`src/rtl/pipe_hazard_ctrl_pkg.sv`:
```
// -----------------------------------------------------------------------------
// pipe_hazard_ctrl_pkg
// Shared types and constants for the 5-stage pipeline hazard controller.
//   FWD_*      : ALU operand-mux select encodings
//   hz_entry_t : one scoreboard entry {valid, regwr, is_load, dst}
//   REG_ZERO   : register $0, which never creates a hazard
// -----------------------------------------------------------------------------
package pipe_hazard_ctrl_pkg;

    localparam logic [1:0] FWD_RF    = 2'b00;  // operand from register file
    localparam logic [1:0] FWD_EXMEM = 2'b01;  // operand from EX/MEM ALUout
    localparam logic [1:0] FWD_MEMWR = 2'b10;  // operand from MEM/WR result

    localparam logic [4:0] REG_ZERO = 5'd0;

    typedef struct packed {
        logic       valid;
        logic       regwr;
        logic       is_load;
        logic [4:0] dst;
    } hz_entry_t;

    localparam int HZ_ENTRY_W = $bits(hz_entry_t);

    localparam hz_entry_t HZ_EMPTY = '0;

    // An entry can only be a producer if it is a real instruction that
    // writes a register other than $0.
    function automatic logic entry_match(input hz_entry_t e);
        return e.valid & e.regwr & (e.dst != REG_ZERO);
    endfunction

endpackage

```
`src/rtl/hz_src_match.sv`:
```
// -----------------------------------------------------------------------------
// hz_src_match
// Compares one source register of the ID instruction against the three
// in-flight scoreboard entries.
// Ports:
//   id_valid   in  ID stage holds a real instruction
//   src_used   in  the ID instruction actually reads this source
//   src        in  5-bit source register number
//   ex_entry   in  scoreboard entry of the instruction in EX
//   mem_entry  in  scoreboard entry of the instruction in MEM
//   wr_entry   in  scoreboard entry of the instruction in WR
//   hit_ex     out source depends on the EX instruction
//   hit_mem    out source depends on the MEM instruction
//   hit_wr     out source depends on the WR instruction
//   ex_is_load out the EX instruction is a load
// -----------------------------------------------------------------------------
module hz_src_match
    import pipe_hazard_ctrl_pkg::*;
(
    input  logic                  id_valid,
    input  logic                  src_used,
    input  logic [4:0]            src,
    input  logic [HZ_ENTRY_W-1:0] ex_entry,
    input  logic [HZ_ENTRY_W-1:0] mem_entry,
    input  logic [HZ_ENTRY_W-1:0] wr_entry,
    output logic                  hit_ex,
    output logic                  hit_mem,
    output logic                  hit_wr,
    output logic                  ex_is_load
);

    hz_entry_t ex_e, mem_e, wr_e;
    logic      reads;

    assign ex_e  = ex_entry;
    assign mem_e = mem_entry;
    assign wr_e  = wr_entry;

    assign reads = id_valid & src_used;

    assign hit_ex     = reads & (ex_e.dst  == src) & entry_match(ex_e);
    assign hit_mem    = reads & (mem_e.dst == src) & entry_match(mem_e);
    assign hit_wr     = reads & (wr_e.dst  == src) & entry_match(wr_e);
    assign ex_is_load = ex_e.is_load;

endmodule

```
`src/rtl/pipe_hazard_ctrl.sv`:
```
// -----------------------------------------------------------------------------
// pipe_hazard_ctrl
// Hazard controller for the IF/ID/EX/MEM/WR pipeline. Tracks destinations of
// the instructions in EX, MEM and WR, and produces PC / IF/ID / ID/EX
// stall-bubble-flush controls plus registered ALU forwarding selects.
// State advances on the falling edge of clk, together with the pipeline
// registers.
// Ports:
//   clk, rst_n         falling-edge clock, async active-low reset
//   id_*               decoded fields of the instruction currently in ID
//   ex_branch_taken    taken branch resolved in EX (flush request)
//   pc_en, ifid_en     PC / IF/ID load enables (low while stalling)
//   ifid_flush         load a bubble into IF/ID
//   idex_bubble        load a bubble into ID/EX
//   fwd_a, fwd_b       operand selects for the instruction now in EX
//   stall_cnt          saturating count of stall cycles
//   flush_cnt          saturating count of flush cycles
// -----------------------------------------------------------------------------
module pipe_hazard_ctrl
    import pipe_hazard_ctrl_pkg::*;
#(
    parameter bit FORWARD_EN = 1'b1,
    parameter int CNT_W      = 16
) (
    input  logic             clk,
    input  logic             rst_n,
    input  logic             id_valid,
    input  logic [4:0]       id_rs,
    input  logic [4:0]       id_rt,
    input  logic             id_uses_rs,
    input  logic             id_uses_rt,
    input  logic             id_regwr,
    input  logic [4:0]       id_dst,
    input  logic             id_is_load,
    input  logic             ex_branch_taken,
    output logic             pc_en,
    output logic             ifid_en,
    output logic             ifid_flush,
    output logic             idex_bubble,
    output logic [1:0]       fwd_a,
    output logic [1:0]       fwd_b,
    output logic [CNT_W-1:0] stall_cnt,
    output logic [CNT_W-1:0] flush_cnt
);

    hz_entry_t ex_q, mem_q, wr_q;
    hz_entry_t id_entry;

    logic hit_ex_a, hit_mem_a, hit_wr_a, ex_load_a;
    logic hit_ex_b, hit_mem_b, hit_wr_b, ex_load_b;
    logic stall_cond, stall, flush;
    logic [1:0] fwd_a_d, fwd_b_d;

    // A WR-stage match is harmless: the register file writes before it reads.
    logic unused_wr_hits;
    assign unused_wr_hits = hit_wr_a | hit_wr_b;

    hz_src_match u_match_rs (
        .id_valid   (id_valid),
        .src_used   (id_uses_rs),
        .src        (id_rs),
        .ex_entry   (ex_q),
        .mem_entry  (mem_q),
        .wr_entry   (wr_q),
        .hit_ex     (hit_ex_a),
        .hit_mem    (hit_mem_a),
        .hit_wr     (hit_wr_a),
        .ex_is_load (ex_load_a)
    );

    hz_src_match u_match_rt (
        .id_valid   (id_valid),
        .src_used   (id_uses_rt),
        .src        (id_rt),
        .ex_entry   (ex_q),
        .mem_entry  (mem_q),
        .wr_entry   (wr_q),
        .hit_ex     (hit_ex_b),
        .hit_mem    (hit_mem_b),
        .hit_wr     (hit_wr_b),
        .ex_is_load (ex_load_b)
    );

    assign id_entry = '{valid: id_valid, regwr: id_regwr,
                        is_load: id_is_load, dst: id_dst};

    // With bypassing only a load in EX is too late; without it any producer
    // still in EX or MEM must drain to WR first.
    assign stall_cond = FORWARD_EN ? ((hit_ex_a & ex_load_a) | (hit_ex_b & ex_load_b))
                                   : (hit_ex_a | hit_ex_b | hit_mem_a | hit_mem_b);

    // A taken branch discards the ID instruction, so its hazard is moot.
    assign flush = ex_branch_taken;
    assign stall = stall_cond & ~flush;

    assign pc_en       = ~stall;
    assign ifid_en     = ~stall;
    assign ifid_flush  = flush;
    assign idex_bubble = stall | flush;

    // NOTE: every always_comb output gets a default first so no path can
    // leave it unassigned and infer a latch.
    always_comb begin
        fwd_a_d = FWD_RF;
        fwd_b_d = FWD_RF;
        if (FORWARD_EN && !stall && !flush) begin
            // EX holds the youngest producer, so it wins over MEM.
            if (hit_ex_a && !ex_load_a) fwd_a_d = FWD_EXMEM;
            else if (hit_mem_a)         fwd_a_d = FWD_MEMWR;
            if (hit_ex_b && !ex_load_b) fwd_b_d = FWD_EXMEM;
            else if (hit_mem_b)         fwd_b_d = FWD_MEMWR;
        end
    end

    // NOTE: sequential state uses non-blocking assignments so every register
    // samples the pre-edge values, exactly like the pipeline registers.
    always_ff @(negedge clk or negedge rst_n) begin
        if (!rst_n) begin
            ex_q      <= HZ_EMPTY;
            mem_q     <= HZ_EMPTY;
            wr_q      <= HZ_EMPTY;
            fwd_a     <= FWD_RF;
            fwd_b     <= FWD_RF;
            stall_cnt <= '0;
            flush_cnt <= '0;
        end else begin
            wr_q  <= mem_q;
            mem_q <= ex_q;
            ex_q  <= (stall || flush) ? HZ_EMPTY : id_entry;
            fwd_a <= fwd_a_d;
            fwd_b <= fwd_b_d;
            if (stall && (stall_cnt != '1)) stall_cnt <= stall_cnt + 1'b1;
            if (flush && (flush_cnt != '1)) flush_cnt <= flush_cnt + 1'b1;
        end
    end

endmodule
```
`config.mk`:
```
export PLATFORM = sky130hd
export DESIGN_NAME = pipe_hazard_ctrl
export DESIGN_NICKNAME = d
export VERILOG_FILES = /design/src/rtl/pipe_hazard_ctrl_pkg.sv /design/src/rtl/hz_src_match.sv /design/src/rtl/pipe_hazard_ctrl.sv
export SDC_FILE = /design/constraint.sdc
export NUM_CORES = 1
export LEC_CHECK = 0
export CAP_MARGIN = 10
export CORE_ASPECT_RATIO = 0.9
export CORE_MARGIN = 5
export CORE_UTILIZATION = 48
export DETAILED_ROUTE_END_ITERATION = 10
export GPL_TIMING_DRIVEN = 0
export PLACE_DENSITY = 0.88
export SLEW_MARGIN = 20
export SYNTH_ARGS = -nofsm -noshare
export SYNTH_HDL_FRONTEND = slang
export SYNTH_SLANG_ARGS = --single-unit
```
`constraint.sdc`:
```
create_clock -name clk -period 2.4 [get_ports clk]
set_input_delay 0.36 -clock clk [delete_from_list [all_inputs] [get_ports clk]]
set_output_delay 0.36 -clock clk [all_outputs]
set_load 0.005 [all_outputs]
```
== After elaboration in Yosys (flattened, before gate mapping) ==
Index checks and enable logic that the tools add are counted.
Word-level totals
  register bits after elaboration: 51
  bits of input ports: 23
  output and inout port bits: 40
  word-level logic and storage cells: 58
Cells by class
  add/subtract/negate cells: 2
  equality and inequality tests: 6
  mux-type cells: 7
  bitwise logic cells: 21
  reduce and logical (&&, ||, !) cells: 11
Operators with widths (number)
  $add A16 B1 Y16 const B: 2
  $ne A16 B16 Y1 const B: 2
  $eq A5 B5 Y1: 4
  $and A1 B1 Y1: 17
  $mux W2: 6
  $reduce_bool A5 Y1: 2
  $mux W8: 1
  $logic_and A1 B1 Y1: 5
  $logic_not A1 Y1: 3
  $not A1 Y1: 2
  $or A1 B1 Y1: 2
  $logic_or A1 B1 Y1: 1

== Logic depth before layout (Yosys ltp) ==
  depth in word-level cells: 9
  depth in mapped cells: 8

== By module ==
A second synthesis with hierarchy kept.
Unflattened totals
  cells, all modules: 259
  area total of the unflattened synthesis: 2922.8 um2
Modules (own cells, without submodules)
  pipe_hazard_ctrl: times used 1, cells an instance 197, area each 2474.9 um2, seq. area each 1501.4 um2
  hz_src_match: times used 2, cells an instance 31, area each 224.0 um2, seq. area each 0.0 um2

==> results.sh <==
export IMPL_yosysTopAreaCell="sky130_fd_sc_hd__dfrtn_1"
export IMPL_final_max_slew_viol_count=0
export IMPL_design_core_area_sq_um=4835
export IMPL_dp_hpwl_mm=3.880
export IMPL_antennaDiodeCount=0
export IMPL_grt_total_usage_pct=21.53
export IMPL_internal_power_w=0.001459
export IMPL_power_share_switching_pct=27.74
export IMPL_multi_input_area_sq_um=1234
export IMPL_layout_area_seq_sq_um=1276
export IMPL_cp_num_buf_inv=3
export IMPL_failed_checks="negative setup slack"
export IMPL_clk_pin_slew_worst_paths_ns=0.06
export IMPL_cp_end_kind="output port"
export IMPL_reg2regPathDepth=11
export IMPL_drive_gt1_share_pct=49.58
export IMPL_detail_route_drc_violations=0
export IMPL_die_y_um=76.92
export IMPL_dp_worst_setup_slack_ns=-1.240
export IMPL_finalWeightedCongestion=0.8165
export IMPL_cts_root_buf="sky130_fd_sc_hd__clkbuf_8"
export IMPL_design_final_nets=377
export IMPL_placement_io_buffers=61
export IMPL_drt_pass1_iter_count=4
export IMPL_dieWidth_um=84.36
export IMPL_critical_path_cell_chain="buf_4 > xnor2_2 > nand4_1 > nor3_4 > o211a_1 > nor2_4 > inv_1 > buf_2"
export IMPL_cts_root_to_sink_buffers=2
export IMPL_drv_max_cap_violation_count=0
export IMPL_pwr_density_cell_nw_per_um2=529.8
export IMPL_post_synth_inst_count=209
export IMPL_design_die_area_sq_um=6489
export IMPL_critical_path_top_delay_family="flip-flops"
export IMPL_cts_hold_buf=0
export IMPL_setup_viol_count_final=43
export IMPL_final_critical_path_setup_slack_ns=-1.039
export IMPL_postLayoutCoreUtil_pct=78.86
export IMPL_synth_top_cell_area_share_pct=53.43
export IMPL_layout_area_overhead_vs_synth_pct=59.61
export IMPL_grt_first_pass_wirelength_mm=11.25
export IMPL_tritoncts_num_sinks=51
export IMPL_gr_total_overflow=0
export IMPL_antenna_violating_nets_post_route=0
export IMPL_initial_utilization_pct=49.40
export IMPL_syn_cell_area_sq_um=2389
export IMPL_power_share_clock_pct=23.5
export IMPL_route_detailed_vias_per_inst=5.203
export IMPL_syn_mean_instance_area_sq_um=11.43
export IMPL_ctsHtreeMaxLevel=2
export IMPL_clock_network_latency_to_the_later_pin_of_the_worst_skew_pair_ns=0.30
export IMPL_final_design_area_no_fill_sq_um=3812
export IMPL_relSlewSlack_pct=52.21
export IMPL_boundaryPins=63
export IMPL_finalHoldViolCount=0
export IMPL_timing_clock_skew_ns=0.003248
export IMPL_worst_setup_path_type="reg2out"
export IMPL_yosysWarningCount=0
export IMPL_slowest_library_cell_on_the_worst_path="sky130_fd_sc_hd__dfrtn_1"
export IMPL_vdd_drop_max_mv=0.6421
export IMPL_grt_setup_unrepaired="yes"
export IMPL_first_iter_violations=141
export IMPL_placement_rows=24
export IMPL_cts_buffers=5
export IMPL_syn_num_nets=234
export IMPL_hold_depth=0
export IMPL_finalWirelength_mm=7.150
export IMPL_yosys_register_bits=51
export IMPL_setup_worst_path_start_class="register"
export IMPL_highest_net_fanout_along_the_worst_path=4
export IMPL_min_path_type="reg2reg"
export IMPL_worstSetupPathDepth=8
export IMPL_run_status="finished, violations left"
export IMPL_crit_required_ns=2.04
export IMPL_slowest_stage_delay_cp_ns=0.47
export IMPL_post_drt_wl_per_cell_um=17.11
export IMPL_synth_cell_type_count=35
export IMPL_worst_endpoint_arrival_ns=3.08
export IMPL_tritoncts_clock_tree="yes"
export IMPL_p_seq_share_pct=48.7
export IMPL_route_vias_total=2175
export IMPL_filler_cell_count=299
export IMPL_pin_count_of_the_biggest_net_entering_global_routing=31
export IMPL_seq_area_frac_synth_pct=53.43
export IMPL_logic_pwr_share_pct=27.8
export IMPL_numPlacedInstances=336
export IMPL_placedInstanceArea_sq_um=3229
export IMPL_final_instance_count_excl_fill=418
export IMPL_total_switching_power_w=0.0005603
export IMPL_via_count_of_the_first_global_routing_pass=2280
export IMPL_max_slew_worst_pin_slew_ns=0.7169
export IMPL_synth_top_cells_by_area="sky130_fd_sc_hd__dfrtn_1, sky130_fd_sc_hd__xnor2_1, sky130_fd_sc_hd__nand4_1"
export IMPL_antenna_found_initial=0
export IMPL_leakagePower_nw=1.932
==> synthesized netlist by cell type, drive strengths merged <==
master   number
clkbuf        1
xor2         11
ha            2
nor3          3
mux2i         1
a211oi        2
nor2         10
mux2          4
o211a         2
dfrtn        51
and3          5
a21oi         1
nand3        10
nand2b        2
inv           4
xnor2        36
o2111ai       1
nand2        18
or4           3
or3           1
nand3b        1
nand4        16
o311a         1
buf           4
and2         11
o21ai         1
nor3b         2
and4          3
a31oi         2
==> power by group through the flow <==
stage	Sequential [W]	Clock (W)	Combinational (W)
floorplan	0.00103	0	0.000155
global placement	0.00104	0	0.000340
detailed placement	0.00104	0	0.000357
CTS	0.000982	0.000484	0.000476
global route	0.000994	0.000520	0.000602
finish	0.000984	0.000475	0.000561
==> cells by family after synthesis <==
kind of cell	Yosys count	share of synthesized area, %
muxes	5	2.305
xor gates and xnor gates	47	17.23
AOI/OAI and AO/OA	10	4.190
DFF	51	53.43
and+or+nand+nor	85	19.70
buffers and inverters	9	2.095
adders and majority gates	2	1.048
==> metal layers <==
metal  vias to the layer above  part of all wire [%]  routed length (um)  global-route usage, %
met4                         0                   1.7                 124                  5.854
met5                         -                     0                   0                      0
li1                       1008                     -                   -                      -
met1                      1066                    40                2876                  25.67
met3                        14                   6.3                 450                  6.217
met2                        87                    52                3700                  37.93
==> sequential cells by signal, indices dropped and copies added, names as in the netlist <==
signal / cells
fwd_a: 2
flush_cnt: 16
ex_q: 8
stall_cnt: 16
fwd_b: 2
mem_q: 7
==> stage by stage <==
stage                     hold WS (ns)  TNS [ns]  power, W
final                           0.3317    -14.92  0.002020
after global routing            0.3496    -16.99  0.002116
after CTS                       0.3308    -13.11  0.001942
after floorplan                 0.3138    -10.83  0.001187
after global placement          0.3224   -113.60  0.001384
after detailed placement        0.3283    -37.23  0.001401
==> path summary, 6_finish.rpt <==
kind	from	end	slack (ns)
min reg2reg	ex_q[6]	mem_q[6]	0.33
max in group asynchronous	rst_n	flush_cnt[3]	0.62
min	ex_q[6]	mem_q[6]	0.33
min in group asynchronous	rst_n	flush_cnt[8]	1.19
max reg2reg	stall_cnt[1]	stall_cnt[4]	0.01
max	ex_q[2]	idex_bubble	-1.04
==> cell type report <==
| type | count | area share [%] |
|---|---|---|
| sequential | 51 | 33.48 |
| multi-input combinational | 149 | 32.36 |
| timing repair buffer | 136 | 27.73 |
| tap | 65 | 2.133 |
| clock buffer | 6 | 1.904 |
| buffer | 5 | 1.674 |
| inverter | 4 | 0.3938 |
| clock inverter | 2 | 0.3282 |
==> layout by cell type (no fill, tap or decap), types with 6 or more instances in the layout <==
cell type | netlist | layout
sky130_fd_sc_hd__and2_1 | 11 | 9
sky130_fd_sc_hd__buf_2 | 1 | 42
sky130_fd_sc_hd__buf_4 | 2 | 63
sky130_fd_sc_hd__buf_6 | 1 | 20
sky130_fd_sc_hd__clkdlybuf4s50_1 | 0 | 8
sky130_fd_sc_hd__dfrtn_1 | 51 | 51
sky130_fd_sc_hd__nand2_1 | 18 | 10
sky130_fd_sc_hd__nand2_2 | 0 | 8
sky130_fd_sc_hd__nand3_1 | 10 | 6
sky130_fd_sc_hd__nand4_1 | 16 | 16
sky130_fd_sc_hd__nor2_1 | 10 | 8
sky130_fd_sc_hd__xnor2_1 | 36 | 30
sky130_fd_sc_hd__xnor2_2 | 0 | 6
sky130_fd_sc_hd__xor2_1 | 11 | 9
==> repair_timing <==
item / CTS / global route
gates cloned: 1 / 0
pin swaps: 24 / 9
setup buffers: 49 / 24
gates resized for setup: 237 / 4
endpoints found under the setup margin: 69 / 65
Note: power is estimated with default switching activity, not from simulation.
